[src/rtl/uart_tx_arbiter.sv]
// Round-robin arbiter that shares one UART transmitter among N_REQ byte requesters.
// It latches the winner's byte and parity, pulses tx_send, then waits for tx_done (or a timeout) and an idle gap.
module uart_tx_arbiter #(
    parameter int N_REQ          = 4,
    parameter int GAP_CYCLES     = 16,
    parameter int TIMEOUT_CYCLES = 120000
) (
    input  logic                 clk,
    input  logic                 rst,
    input  logic [N_REQ-1:0]     req,
    input  logic [8*N_REQ-1:0]   req_data,
    input  logic [N_REQ-1:0]     req_parity,
    output logic [N_REQ-1:0]     gnt,
    output logic [N_REQ-1:0]     done,
    output logic [N_REQ-1:0]     err,
    output logic                 busy,
    output logic                 tx_send,
    output logic [7:0]           Tx_data,
    output logic                 parity_sel,
    input  logic                 tx_done
);
    localparam int PTR_W = $clog2(N_REQ);
    localparam int GAP_W = $clog2(GAP_CYCLES + 1);
    localparam int TO_W  = $clog2(TIMEOUT_CYCLES + 1);

    typedef enum logic [1:0] {IDLE, SEND, WAIT_DONE, GAP} state_t;

    state_t           state, state_nxt;
    logic [PTR_W-1:0] ptr, ptr_nxt, sel, cand;
    logic [GAP_W-1:0] gap_cnt, gap_nxt;
    logic [TO_W-1:0]  tout_cnt, tout_nxt;
    logic             armed, armed_nxt;
    logic [N_REQ-1:0] gnt_nxt, done_nxt, err_nxt;
    logic             send_nxt;
    logic [7:0]       data_nxt;
    logic             par_nxt;

    // Scan farthest-to-nearest after ptr so the nearest pending requester is what remains in sel.
    always_comb begin
        sel  = ptr;
        cand = ptr;
        for (int k = N_REQ; k >= 1; k--) begin
            cand = PTR_W'((int'(ptr) + k) % N_REQ);
            if (req[cand]) sel = cand;
        end
    end

    always_comb begin
        // NOTE: every signal gets its hold value first, so no path through the case can infer a latch.
        state_nxt = state;
        ptr_nxt   = ptr;
        gap_nxt   = gap_cnt;
        tout_nxt  = tout_cnt;
        armed_nxt = armed;
        data_nxt  = Tx_data;
        par_nxt   = parity_sel;
        gnt_nxt   = '0;
        done_nxt  = '0;
        err_nxt   = '0;
        send_nxt  = 1'b0;
        case (state)
            IDLE: begin
                if (|req) begin
                    gnt_nxt[sel] = 1'b1;
                    ptr_nxt      = sel;
                    data_nxt     = req_data[{sel, 3'b000} +: 8];
                    par_nxt      = req_parity[sel];
                    state_nxt    = SEND;
                end
            end
            SEND: begin
                send_nxt  = 1'b1;
                armed_nxt = 1'b0;
                tout_nxt  = '0;
                state_nxt = WAIT_DONE;
            end
            WAIT_DONE: begin
                // tx_done is only trusted after it has been seen low, since it idles high.
                if (tx_done && armed) begin
                    done_nxt[ptr] = 1'b1;
                    gap_nxt       = '0;
                    state_nxt     = GAP;
                end else if (tout_cnt == TO_W'(TIMEOUT_CYCLES - 1)) begin
                    err_nxt[ptr] = 1'b1;
                    gap_nxt      = '0;
                    state_nxt    = GAP;
                end else begin
                    tout_nxt = tout_cnt + TO_W'(1);
                    if (!tx_done) armed_nxt = 1'b1;
                end
            end
            GAP: begin
                if (gap_cnt == GAP_W'(GAP_CYCLES - 1)) state_nxt = IDLE;
                else gap_nxt = gap_cnt + GAP_W'(1);
            end
            default: state_nxt = IDLE;
        endcase
    end

    // NOTE: registers use non-blocking assignments so each one samples the pre-edge values of the others.
    always_ff @(posedge clk) begin
        if (rst) begin
            state      <= IDLE;
            ptr        <= PTR_W'(N_REQ - 1);
            gap_cnt    <= '0;
            tout_cnt   <= '0;
            armed      <= 1'b0;
            gnt        <= '0;
            done       <= '0;
            err        <= '0;
            tx_send    <= 1'b0;
            Tx_data    <= 8'h00;
            parity_sel <= 1'b0;
        end else begin
            state      <= state_nxt;
            ptr        <= ptr_nxt;
            gap_cnt    <= gap_nxt;
            tout_cnt   <= tout_nxt;
            armed      <= armed_nxt;
            gnt        <= gnt_nxt;
            done       <= done_nxt;
            err        <= err_nxt;
            tx_send    <= send_nxt;
            Tx_data    <= data_nxt;
            parity_sel <= par_nxt;
        end
    end

    assign busy = (state != IDLE);

endmodule

[config.mk]
export PLATFORM = sky130hd
export DESIGN_NAME = uart_tx_arbiter
export DESIGN_NICKNAME = d
export VERILOG_FILES = /design/src/rtl/uart_tx_arbiter.sv
export SDC_FILE = /design/constraint.sdc
export NUM_CORES = 1
export LEC_CHECK = 0
export CAP_MARGIN = 40
export CORE_UTILIZATION = 51
export CTS_BUF_LIST = sky130_fd_sc_hd__clkbuf_2 sky130_fd_sc_hd__clkbuf_4 sky130_fd_sc_hd__clkbuf_8
export CTS_CLUSTER_SIZE = 24
export DETAILED_ROUTE_END_ITERATION = 8
export PLACE_DENSITY = 0.81
export SYNTH_ARGS = -nofsm -noshare
export SYNTH_HDL_FRONTEND = slang
export SYNTH_SLANG_ARGS = --single-unit
[constraint.sdc]
create_clock -name clk -period 3 [get_ports clk]
set_clock_uncertainty 0.2 [all_clocks]
set_input_delay 0.3 -clock clk [delete_from_list [all_inputs] [get_ports clk]]
set_output_delay 0.3 -clock clk [all_outputs]
set_load 0.1 [all_outputs]
==> results.sh <==
export IMPL_synth_edff_count=0
export IMPL_synth_xor_area_share_pct=6.29
export IMPL_floorplan_rows=25
export IMPL_r2r_setup_slack_ns=0.21
export IMPL_grtUsageTotal_pct=23.2
export IMPL_power_density_nw_per_um2=991
export IMPL_synth_top_area_cell="dfxtp_1"
export IMPL_cts_repair_resized=0
export IMPL_yosysWarnings=0
export IMPL_max_slew_margin_pct=62.3
export IMPL_cts_root_buf="clkbuf_8"
export IMPL_cp_end_kind="flop"
export IMPL_muxShareOfSynthArea_pct=8.05
export IMPL_initial_core_util_pct=54.5
export IMPL_critPathLaunchType="flop"
export IMPL_min_path_type="reg2reg"
export IMPL_viasPerCell=5.35
export IMPL_wl_per_cell_um=13.0
export IMPL_synth_top_area_share_pct=37.1
export IMPL_swShare_pct=49.3
export IMPL_syn_nets=369
export IMPL_drt_first_pass_iters=4
export IMPL_finalMaxSlewViolations=0
export IMPL_seq_area_frac_synth_pct=37.1
export IMPL_route_detailed_drc=0
export IMPL_ioPinCount=66
export IMPL_numCtsBuffers=5
export IMPL_pwr_share_comb_pct=60.8
export IMPL_vdd_drop_max_uv=761
export IMPL_hold_start="gap_cnt[4]"
export IMPL_port_buffers=65
export IMPL_switching_power_w=0.00169
export IMPL_clock_power_share_pct=14.4
export IMPL_hold_end="gap_cnt[4]"
export IMPL_synth_most_common_cell="nor2_1"
export IMPL_synthTopCellsByArea="dfxtp_1 37%, nor2_1 8.2%, ha_1 5.2%"
export IMPL_vias=2422
export IMPL_drt_total_wl_um=5890
export IMPL_syn_instance_count=315
export IMPL_netlist_top_cells_count="58 x nor2_1, 49 x dfxtp_1, 17 x nand3_1, 16 x nand2_1"
export IMPL_crit_fanout=25
export IMPL_clk_pin_slew_worst_paths_ns=0.09
export IMPL_syn_area_um2=2640
export IMPL_post_cts_buffers=0
export IMPL_ys_ff_latch=49
export IMPL_ant_nets=0
export IMPL_leakage_nw=1.43
export IMPL_gp_congestion=0.823
export IMPL_required_ns=2.99
export IMPL_rsz0062_at_grt="no"
export IMPL_antenna_found_initial=0
export IMPL_path_class="reg2reg"
export IMPL_place_hpwl_um=4460
export IMPL_grt_pass1_vias=2264
export IMPL_fin_setup_tns_ns=0
export IMPL_synth_simple_area_share_pct=26.3
export IMPL_timing_final_ws_setup_ns=0.215
export IMPL_grt_pass1_wl_um=9760
export IMPL_diodes=0
export IMPL_synth_compound_area_share_pct=12.6
export IMPL_finalNetCount=439
export IMPL_pre_cts_ws_ns=0.0221
export IMPL_post_route_util_pct=71.4
export IMPL_p_int_w=0.00174
export IMPL_synth_ff_type="dfxtp_1"
export IMPL_grt_max_degree=26
export IMPL_core_region_area_um2=4850
export IMPL_htree_levels=2
export IMPL_reg2reg_depth=9
export IMPL_insertion_delay_ns=0.31
export IMPL_layout_drive_gt1_share_pct=14.8
export IMPL_n_fill_cell=388
export IMPL_die_area_um2=5480
export IMPL_synthAdderAreaFrac_pct=5.21
export IMPL_cts_num_sinks=49
export IMPL_max_cap_violations=0
export IMPL_syn_area_per_cell_um2=8.39
export IMPL_finalHoldViolCount=0
export IMPL_synthArstFlopShare_pct=0
export IMPL_ys_types=45
export IMPL_run_status="finished clean"
export IMPL_area_delta_synth_final_pct=31.0
export IMPL_worstMarginPinSlew_ns=0.565
export IMPL_clock_path_buffers=2
export IMPL_die_y_um=74
export IMPL_fmax_mhz=359
export IMPL_first_iter_violations=110
export IMPL_period_needed_ns=2.79
export IMPL_cts_tree="done"
export IMPL_holdBufCountCts=0
export IMPL_setup_viol=0
export IMPL_final_period_utilization_pct=92.8
export IMPL_cp_arrival_ns=2.78
export IMPL_r2r_start="ptr[0]"
export IMPL_critical_path_startpoint="ptr[0]"
export IMPL_die_w_um=74
export IMPL_whs_path_depth=2
export IMPL_grt_overflow=0
export IMPL_rr_endpoint="Tx_data[2]"
export IMPL_p_seq_share_pct=24.8
export IMPL_synth_top_family_by_area="simple AND/OR/NAND/NOR gates"
critical path: stages (launching register included):
cell      delay [ns]
dfxtp_1         0.54
inv_1           0.10
ha_1            0.41
a31o_1          0.25
a311o_1         0.31
o311a_1         0.15
buf_12          0.17
mux2_2          0.27
o21ai_0         0.17
a211oi_1        0.08
metal layers:
metal	routed length (um)	vias to the layer above	track usage [%]
met3	438	5	8.27
met2	2900	72	41.2
met5	0	-	0
met4	38	0	6.41
met1	2520	1107	26.3
li1	-	1238	-
how the worst max path moves through the flow:
stage / endpoint / slack [ns] / cells after the start
2_1_floorplan: Tx_data[5] / 0.25 / 12
3_3_place_gp: Tx_data[3] / 0.14 / 9
3_5_place_dp: Tx_data[2] / 0.02 / 9
4_1_cts: Tx_data[2] / 0.21 / 9
5_1_grt: Tx_data[7] / 0.05 / 8
6_report: Tx_data[2] / 0.21 / 9
power groups by stage:
stage	Combinational [W]	Clock [W]	Sequential [W]
after floorplan	0.00109	0	0.00141
after detailed placement	0.00209	0	0.000863
final	0.00209	0.000495	0.000850
after CTS	0.00209	0.000499	0.000850
after global routing	0.00224	0.000531	0.000863
after global placement	0.00205	0	0.000859
cell usage in the layout, fill, tap and decap left out, types with 4 or more instances in the layout:
| cell | netlist | final |
|---|---|---|
| mux2_2 | 6 | 6 |
| xnor2_1 | 4 | 4 |
| nor2_1 | 58 | 58 |
| clkdlybuf4s50_1 | 0 | 42 |
| o21ai_0 | 15 | 15 |
| nand2_1 | 16 | 16 |
| xor2_1 | 15 | 15 |
| ha_1 | 11 | 11 |
| dfxtp_1 | 49 | 49 |
| nand2b_1 | 6 | 6 |
| inv_1 | 12 | 12 |
| and2_1 | 9 | 9 |
| a21oi_1 | 7 | 7 |
| nor3_1 | 12 | 12 |
| nand4_1 | 4 | 4 |
| nand3_1 | 17 | 17 |
| buf_4 | 0 | 33 |
| mux2i_1 | 7 | 7 |
| clkbuf_8 | 0 | 6 |
| a211oi_1 | 9 | 9 |
| and3_1 | 6 | 6 |
per-stage QoR:
stage	total power, W	hold WS, ns	area [um2]	instances
after floorplan	0.00249	0.254	2640	315
after global placement	0.00291	0.271	3340	445
after detailed placement	0.00295	0.286	3340	445
after CTS	0.00344	0.300	3460	453
after global routing	0.00364	0.334	3460	453
final	0.00343	0.300	3460	453
cell type report:
type	instances	area, um2	area share [%]
Clock buffer	6	82.6	2.39
Clock inverter	2	37.5	1.08
Inverter	12	45.0	1.30
Sequential cell	49	981	28.3
Tap cell	67	83.8	2.42
Timing Repair Buffer	76	688	19.9
Multi-Input combinational cell	241	1540	44.6
cells by family (layout without fill, tap and decap cells):
family	count (synthesis)	after routing
simple gates	143	143
fa+ha+maj	11	11
buf+inv	25	96
compound gates	51	51
xor+xnor	19	19
flops	49	49
mux	17	17
state kept, by name, summed over array words and instances (netlist names), 2 cells and up:
| register | flops |
|---|---|
| Tx_data | 8 |
| done | 4 |
| err | 4 |
| gap_cnt | 5 |
| gnt | 4 |
| ptr | 2 |
| state | 2 |
| tout_cnt | 17 |
(Power assumes the default switching activity.)
